==> src/rtl/flxx_fetch_seq_if.sv <==
// flxx_fetch_seq_if: instruction-memory port and instruction-handler port
// of the flxx fetch/decode/writeback sequencer.
interface flxx_fetch_seq_if;
    localparam int unsigned XLEN = 32;

    logic            imem_req;
    logic [XLEN-1:0] imem_addr;
    logic [XLEN-1:0] imem_rdata;
    logic            imem_valid;
    logic [1:0]      itype;
    logic [4:0]      opcode;
    logic [XLEN-1:0] reg1;
    logic [XLEN-1:0] reg2;
    logic [XLEN-1:0] outval;
    logic            jmp;

    // Sequencer side
    modport master (
        output imem_req, imem_addr, itype, opcode, reg1, reg2,
        input  imem_rdata, imem_valid, outval, jmp
    );

    // Memory / handler side
    modport slave (
        input  imem_req, imem_addr, itype, opcode, reg1, reg2,
        output imem_rdata, imem_valid, outval, jmp
    );
endinterface

==> src/rtl/flxx_fetch_seq.sv <==
// flxx_fetch_seq: non-pipelined FETCH/DECODE/EXEC/WB sequencer for the flxx
// core. Owns the PC and a 32x32 register file, decodes each fetched word
// into handler operands, and applies the handler result / branch decision.
// Optional feature macro: FLXX_ZERO_REG_EN (R0 hard-wired to zero).
module flxx_fetch_seq #(
    parameter logic [31:0] RESET_PC = 32'h0000_0000
) (
    input  logic             clk,
    input  logic             rst_n,
    flxx_fetch_seq_if.master bus,
    output logic [31:0]      pc,
    output logic             halted
);
    localparam int unsigned XLEN = 32;
    localparam int unsigned NREG = 32;
    localparam int unsigned RIDX = 5;

    typedef enum logic [2:0] {
        ST_FETCH  = 3'd0,
        ST_DECODE = 3'd1,
        ST_EXEC   = 3'd2,
        ST_WB     = 3'd3,
        ST_HALT   = 3'd4
    } state_t;

    state_t          r_state;
    logic [XLEN-1:0] r_pc;
    logic [XLEN-1:0] r_ir;
    logic            r_req;
    logic [1:0]      r_itype;
    logic [4:0]      r_opcode;
    logic [XLEN-1:0] r_reg1;
    logic [XLEN-1:0] r_reg2;
    logic [XLEN-1:0] r_outval;
    logic            r_jmp;
    logic            r_is_br;
    logic            r_is_halt;
    logic            r_wb_en;
    logic [RIDX-1:0] r_wb_rd;
    logic [XLEN-1:0] r_br_tgt;
    logic            r_halted;
    logic [XLEN-1:0] r_rf [NREG];

    logic [1:0]      w_itype;
    logic            w_dual;
    logic [4:0]      w_opcode;
    logic [RIDX-1:0] w_rd;
    logic [RIDX-1:0] w_rs1;
    logic [RIDX-1:0] w_rs2;
    logic [XLEN-1:0] w_rs1_val;
    logic [XLEN-1:0] w_rs2_val;
    logic [XLEN-1:0] w_rd_val;
    logic [XLEN-1:0] w_reg1;
    logic [XLEN-1:0] w_reg2;
    logic            w_is_br;
    logic            w_is_halt;
    logic            w_wb_en;
    logic [XLEN-1:0] w_br_tgt;
    logic            w_rf_we;

    assign bus.imem_req  = r_req;
    assign bus.imem_addr = r_pc;
    assign bus.itype     = r_itype;
    assign bus.opcode    = r_opcode;
    assign bus.reg1      = r_reg1;
    assign bus.reg2      = r_reg2;
    assign pc            = r_pc;
    assign halted        = r_halted;

    // Decode the latched word: fields, register reads, class and branch target
    always_comb begin
        w_itype  = r_ir[31:30];
        // itype 00 and 10 share the opcode/rd/rs1 layout
        w_dual   = ~r_ir[30];
        w_opcode = w_dual ? r_ir[29:25] : 5'd0;
        w_rd     = (w_itype == 2'b01) ? r_ir[28:24] : r_ir[24:20];
        w_rs1    = r_ir[19:15];
        w_rs2    = r_ir[14:10];
`ifdef FLXX_ZERO_REG_EN
        w_rs1_val = (w_rs1 == '0) ? '0 : r_rf[w_rs1];
        w_rs2_val = (w_rs2 == '0) ? '0 : r_rf[w_rs2];
        w_rd_val  = (w_rd  == '0) ? '0 : r_rf[w_rd];
`else
        w_rs1_val = r_rf[w_rs1];
        w_rs2_val = r_rf[w_rs2];
        w_rd_val  = r_rf[w_rd];
`endif
        w_reg1 = w_dual ? w_rs1_val : '0;
        case (w_itype)
            2'b00:   w_reg2 = w_rs2_val;
            2'b10:   w_reg2 = {{17{r_ir[14]}}, r_ir[14:0]};
            2'b01:   w_reg2 = {8'h00, r_ir[23:0]};
            default: w_reg2 = '0;
        endcase
        w_is_br   = w_dual && (r_ir[29:28] == 2'b10);
        w_is_halt = (w_itype == 2'b11);
        // Reserved opcodes (11xxx) fall out of both branch and ALU classes
        w_wb_en   = (w_itype == 2'b01) || (w_dual && !r_ir[29]);
        if (w_itype == 2'b00) begin
            w_br_tgt = r_pc + {{20{r_ir[9]}}, r_ir[9:0], 2'b00};
        end else begin
            w_br_tgt = {w_rd_val[31:2], 2'b00};
        end
    end

    // Register-file write enable, qualified in WB only
    always_comb begin
        w_rf_we = (r_state == ST_WB) && r_wb_en;
`ifdef FLXX_ZERO_REG_EN
        if (r_wb_rd == '0) begin
            w_rf_we = 1'b0;
        end
`endif
    end

    // Register file: cleared on reset, written at the end of WB
    always_ff @(posedge clk) begin
        if (!rst_n) begin
            r_rf <= '{default: '0};
        end else if (w_rf_we) begin
            r_rf[r_wb_rd] <= r_outval;
        end
    end

    // Sequencer FSM with registered memory/handler outputs and PC
    always_ff @(posedge clk) begin
        if (!rst_n) begin
            r_state   <= ST_FETCH;
            r_pc      <= RESET_PC;
            r_ir      <= '0;
            r_req     <= 1'b0;
            r_itype   <= '0;
            r_opcode  <= '0;
            r_reg1    <= '0;
            r_reg2    <= '0;
            r_outval  <= '0;
            r_jmp     <= 1'b0;
            r_is_br   <= 1'b0;
            r_is_halt <= 1'b0;
            r_wb_en   <= 1'b0;
            r_wb_rd   <= '0;
            r_br_tgt  <= '0;
            r_halted  <= 1'b0;
        end else begin
            case (r_state)
                ST_FETCH: begin
                    if (bus.imem_valid) begin
                        r_ir    <= bus.imem_rdata;
                        r_req   <= 1'b0;
                        r_state <= ST_DECODE;
                    end else begin
                        r_req   <= 1'b1;
                    end
                end
                ST_DECODE: begin
                    r_itype   <= w_itype;
                    r_opcode  <= w_opcode;
                    r_reg1    <= w_reg1;
                    r_reg2    <= w_reg2;
                    r_is_br   <= w_is_br;
                    r_is_halt <= w_is_halt;
                    r_wb_en   <= w_wb_en;
                    r_wb_rd   <= w_rd;
                    r_br_tgt  <= w_br_tgt;
                    r_state   <= ST_EXEC;
                end
                ST_EXEC: begin
                    r_outval <= bus.outval;
                    r_jmp    <= bus.jmp & r_is_br;
                    r_state  <= ST_WB;
                end
                ST_WB: begin
                    if (r_is_halt) begin
                        r_halted <= 1'b1;
                        r_state  <= ST_HALT;
                    end else begin
                        r_pc    <= r_jmp ? r_br_tgt : r_pc + 32'd4;
                        r_req   <= 1'b1;
                        r_state <= ST_FETCH;
                    end
                end
                ST_HALT: begin
                    r_state <= ST_HALT;
                end
                default: begin
                    r_state <= ST_FETCH;
                end
            endcase
        end
    end
endmodule

==> src/flat_wrapper.sv <==
// flat-port wrapper written by rule: the top's interface ports become plain ports
module flxx_fetch_seq_flat 
#(
    parameter logic [31:0] RESET_PC = 32'h0000_0000
)
  (clk, rst_n, pc, halted, bus_imem_req, bus_imem_addr, bus_itype, bus_opcode, bus_reg1, bus_reg2, bus_imem_rdata, bus_imem_valid, bus_outval, bus_jmp);
  flxx_fetch_seq_if bus_i ();
  input  logic clk;
  input  logic rst_n;
  output logic [31:0] pc;
  output logic halted;
  output wire logic [$bits(bus_i.imem_req)-1:0] bus_imem_req;
  output wire logic [$bits(bus_i.imem_addr)-1:0] bus_imem_addr;
  output wire logic [$bits(bus_i.itype)-1:0] bus_itype;
  output wire logic [$bits(bus_i.opcode)-1:0] bus_opcode;
  output wire logic [$bits(bus_i.reg1)-1:0] bus_reg1;
  output wire logic [$bits(bus_i.reg2)-1:0] bus_reg2;
  input wire logic [$bits(bus_i.imem_rdata)-1:0] bus_imem_rdata;
  input wire logic [$bits(bus_i.imem_valid)-1:0] bus_imem_valid;
  input wire logic [$bits(bus_i.outval)-1:0] bus_outval;
  input wire logic [$bits(bus_i.jmp)-1:0] bus_jmp;
  assign bus_imem_req = bus_i.imem_req;
  assign bus_imem_addr = bus_i.imem_addr;
  assign bus_itype = bus_i.itype;
  assign bus_opcode = bus_i.opcode;
  assign bus_reg1 = bus_i.reg1;
  assign bus_reg2 = bus_i.reg2;
  assign bus_i.imem_rdata = bus_imem_rdata;
  assign bus_i.imem_valid = bus_imem_valid;
  assign bus_i.outval = bus_outval;
  assign bus_i.jmp = bus_jmp;
  flxx_fetch_seq #(.RESET_PC(RESET_PC)) u_core (.clk(clk), .rst_n(rst_n), .bus(bus_i), .pc(pc), .halted(halted));
endmodule
==> config.mk <==
export PLATFORM = sky130hd
export DESIGN_NAME = flxx_fetch_seq_flat
export DESIGN_NICKNAME = d
export VERILOG_FILES = /design/src/rtl/flxx_fetch_seq_if.sv /design/src/rtl/flxx_fetch_seq.sv /design/src/flat_wrapper.sv
export SDC_FILE = /design/constraint.sdc
export NUM_CORES = 2
export LEC_CHECK = 0
export CORE_ASPECT_RATIO = 1.2
export CORE_MARGIN = 3
export CORE_UTILIZATION = 55
export DETAILED_ROUTE_END_ITERATION = 10
export PLACE_DENSITY = 0.79
export SETUP_SLACK_MARGIN = 0.2
export SYNTH_ARGS = -nofsm -noshare
export SYNTH_HDL_FRONTEND = slang
export SYNTH_SLANG_ARGS = --single-unit
==> constraint.sdc <==
create_clock -name clk -period 7.6 [get_ports clk]
set_input_delay 1.52 -clock clk [delete_from_list [all_inputs] [get_ports clk]]
set_output_delay 1.52 -clock clk [all_outputs]
set_load 0.02 [all_outputs]
==> reports/results.ini, run 1 <==
[logic_synthesis]
yosys_warnings = 0
yosysUniqueCellTypes = 76
synth-main-ff-cell = dfxtp_1
async_flop_share_pct = 0
seq_area_frac_synth_pct = 35.2
synth_cells = 8449
synth_fp_nets = 8548
synthesis.area_per_instance_um2 = 8.32
syn_area_um2 = 70300
yosys_register_bits = 1237
synth_edf_count = 0

[run_status]
status = did not finish
lastStage = global routing
firstError = [ERROR GRT-0116] Global routing finished with congestion. Check the congestion regions in the DRC Viewer.

[floorplanning]
io_pins = 205
rows = 143
die-height_um = 398
die_width_um = 332
initial_core_util_pct = 55.4

[clock_tree]
cts_buffers = 118
postCtsResizedCells = 0
htreeDepth = 3
cts_setup_buffers = 0
ctsHoldBuffers = 0
cts_max_path_buffers = 3
clkSinkCount = 1237
clockRootBuffer = clkbuf_16

[global_routing]
grt_pass1_wl_um = 441000
grt_pass1_vias = 67483
grt_start_max_net_pins = 233
gr-total-overflow = 1
grt_usage_pct = 44.6

[place]
dpl.hpwl_um = 170000
io_buffer_count = 204
place_inst = 9575
placed_cell_area_um2 = 72500
gp_congestion = 0.987

stage by stage:
step | worst slack [ns] | hold WS (ns)
3_5_place_dp | 2.95 | 0.444
4_1_cts | 2.94 | 0.453
3_3_place_gp | 3.00 | 0.437
2_1_floorplan | 4.46 | 0.426
cell families after synthesis:
logic type / synth area share (%)
XOR/XNOR: 0.249
adder cells (fa/ha/maj): 0.562
buffers and inverters: 5.46
AO/OA/AOI/OAI: 13.0
multiplexers: 23.6
AND/OR/NAND/NOR: 21.9
flip-flops: 35.2
Yosys cell counts, drive strengths merged, types with 21 or more instances:
library cell / number / area, µm²
mux4: 692 / 15600
mux2i: 52 / 537
nand3: 359 / 1800
buf: 268 / 1440
a22oi: 41 / 308
o21ai: 89 / 453
nor3: 36 / 180
nor2: 177 / 664
mux2: 39 / 447
a31oi: 42 / 263
a221oi: 21 / 190
nand2: 3094 / 11600
a311oi: 86 / 753
ha: 30 / 375
nand4: 37 / 231
dfxtp: 1237 / 24800
clkbuf: 620 / 2360
and3: 62 / 388
a21oi: 1239 / 6200
per-layer routing:
metal / GRT usage, % / overflow
met5: 1.43 / 0
met4: 37.4 / 1
met3: 23.9 / 0
met2: 60.8 / 0
met1: 51.0 / 0
==> inputs of run 2 (changes only) <==
CORE_ASPECT_RATIO = unset   (was 1.2)
CORE_UTILIZATION = 40   (was 55)
PLACE_DENSITY = unset   (was 0.79)
PLACE_DENSITY_LB_ADDON = 0.15   (was unset)
SETUP_SLACK_MARGIN = unset   (was 0.2)
==> run 2 against run 1 <==
The flow now finishes without violations. Synthesized cell count did not move. Synthesized area unchanged.
==> reports/results.ini, run 2 <==
[run_status]
status = finished, final reports clean  ; was did not finish

[timing]
worst_pin_slew_ns = 1.37
maxSlewViolCount = 0
setup_viol = 0
fin_crit_sh_pct = 60.6
max_freq_mhz = 217
relSlewSlack_pct = 8.17
finalClockSkew_ns = 0.0320
fin_crit_ns = 4.60
timing.hold.ws_ns = 0.451
hold_viol = 0
tns_ns = 0
rsz0062_at_grt = no
setup_ws_ns = 3.00

[critical_path]
max_stage_delay_ns = 1.04
start_kind = register
r2r-start = u_core.r_state[1]$_SDFFE_PN0P_
cp.arrival_ns = 5.33
path_common_cell = nand2_1
r2r_end = u_core.r_rf[937]$_SDFFE_PN0P_
r2r.worst_path.cells = 7
worstPathRequired_ns = 8.33
regToRegSetupSlack_ns = 3.00
slowest_stage = nand4b_1
cp_max_fo = 20
crit_path_end_kind = register
critPathLaunch = u_core.r_state[1]$_SDFFE_PN0P_
crit_chain = nand2_1 -> nor2_1 -> nand4b_1 -> nor2_4 -> buf_4 -> nand2_1 -> a21oi_1
path_class = register to register

[power_and_ir_drop]
fin_total_pwr_mw = 15.9
p_leak_nw = 23.8
ir_drop_mv = 0.247
p_per_area_nw_per_um2 = 203

[place]
io_buffer_count = 204  ; unchanged
place_inst = 10269  ; was 9,575
placed_cell_area_um2 = 73600  ; was 72,500 µm²
gp_congestion = 0.932  ; was 0.987
dpl.hpwl_um = 198000  ; was 170,000 µm
preCtsSetupSlack_ns = 3.37  ; was 2.95 ns

[logic_synthesis]
syn_area_um2 = 70300  ; unchanged
post-synth-top-count-cell = nand2_1  ; unchanged
synth_cells = 8449  ; unchanged
synthTopCellsByArea = dfxtp_1, mux4_2, nand2_1, a21oi_1, clkbuf_1  ; unchanged
yosysUniqueCellTypes = 76  ; unchanged
synth_top_area_share_pct = 35.2  ; unchanged
yosys_warnings = 0  ; unchanged
synth_top_area_cell = dfxtp_1  ; unchanged
synth_fp_nets = 8548  ; unchanged
synthesis.area_per_instance_um2 = 8.32  ; unchanged
yosys_register_bits = 1237  ; unchanged
synth_common_cells = nand2_1, a21oi_1, dfxtp_1  ; unchanged
synth_edf_count = 0  ; unchanged
async_flop_share_pct = 0  ; unchanged
synth-main-ff-cell = dfxtp_1  ; unchanged
seq_area_frac_synth_pct = 35.2  ; unchanged

[final_layout]
design_area_um2 = 78300
drive_above_1_share_pct = 15.2
finalNonFillerCells = 10531
mostFrequentLayoutCell = nand2_1
area_growth_pct = 11.4
final_cell_mix = nand2_1, a21oi_1, dfxtp_1
nets = 8187
final.fill_count = 16929
largest_reg_flops = 1024
utilization_pct = 44.9
largest-register = u_core.r_rf

[floorplanning]
core_area_um2 = 174000
io_pins = 205  ; unchanged
initial_core_util_pct = 40.3  ; was 55.4%
die_width_um = 425  ; was 332 µm
rows = 153  ; was 143
die-height_um = 425  ; was 398 µm
dieArea_um2 = 181000

[clock_tree]
postCtsResizedCells = 0  ; unchanged
cts_max_path_buffers = 3  ; unchanged
insertion_delay_ns = 0.81
tritoncts = built
htreeDepth = 4  ; was 3
cts_buffers = 142  ; was 118
cts_setup_buffers = 0  ; unchanged
clockRootBuffer = clkbuf_16  ; unchanged
ctsHoldBuffers = 0  ; unchanged
clkSinkCount = 1237  ; unchanged
clk_pin_slew_ns = 0.06

[routing]
antenna_left = 0
totalWireLength_um = 337000
vias_per_cell = 6.53
detail_route.wl_per_cell_um = 32.0
drc_errors = 0
vias = 68726
drt_pass1_iterations = 10
drt_first_iter_violations = 10479

[global_routing]
grt_start_max_net_pins = 200
antenna_found_initial = 27
grt_pass1_wl_um = 475000
gr-total-overflow = 0
grt_pass1_vias = 62888
grt_usage_pct = 36.2

[min_path]
min_delay_path_depth = 2
hold_path_class = register to register
worstHoldStart = u_core.bus.opcode[3]$_SDFFE_PN0P_
worstHoldEndpoint = u_core.bus.opcode[3]$_SDFFE_PN0P_

[job]
maxCapViolCount = 0

==> run 2: critical path, delay by kind of cell, from the launching register on <==
| kind | cells | cell delay [ns] |
|---|---|---|
| DFF | 1 | 0.49 |
| buffers and inverters | 1 | 0.70 |
| and+or+nand+nor | 5 | 3.13 |
| AOI/OAI and AO/OA | 1 | 0.17 |
==> run 2: per-layer routing <==
layer	share of wire (%)	wire (µm)	global-route usage (%)	vias up
met2	41	140000	51.4	5130
met5	0.030	101	0.269	-
li1	-	-	-	28947
met4	6.3	21100	19.7	16
met1	38	127000	47.0	33483
met3	15	49000	14.1	1150
==> run 2: cell type report <==
class / count / area, µm² / share of cell area, %
Multi-Input combinational cell: 6316 / 42200 / 53.8
Sequential cell: 1237 / 24800 / 31.7
Clock buffer: 200 / 4150 / 5.30
Timing Repair Buffer: 383 / 3660 / 4.67
Tap cell: 2325 / 2910 / 3.71
Clock inverter: 46 / 558 / 0.713
Antenna cell: 16 / 40.0 / 0.0511
Inverter: 8 / 38.8 / 0.0495
==> run 2: worst max path at each step <==
stage | to | slack (ns) | cells after the start
after detailed placement | u_core.r_rf[297]$_SDFFE_PN0P_ | 3.37 | 7
after global placement | u_core.r_br_tgt[23]$_SDFFE_PN0P_ | 3.43 | 9
after CTS | u_core.r_br_tgt[23]$_SDFFE_PN0P_ | 3.34 | 9
after global routing | u_core.r_br_tgt[17]$_SDFFE_PN0P_ | 3.00 | 10
final | u_core.r_rf[937]$_SDFFE_PN0P_ | 3.00 | 7
after floorplan | u_core.r_br_tgt[30]$_SDFFE_PN0P_ | 4.46 | 11
==> run 2: cells by family after synthesis <==
group	share of synthesized area, %
xor gates and xnor gates	0.249
DFF	35.2
AOI/OAI and AO/OA	13.0
adders and majority gates	0.562
muxes	23.6
and+or+nand+nor	21.9
buffers and inverters	5.46
==> run 2: where the power goes <==
part | leakage [nW] | total (mW) | internal (mW) | switching [mW]
sequential | 9.98 | 6.73 | 6.55 | 0.181
combinational | 11.5 | 2.01 | 0.586 | 1.42
clock | 2.32 | 7.18 | 4.17 | 3.01
total | 23.8 | 15.9 | 11.3 | 4.61
No activity file was read; power rests on OpenSTA's default activity.
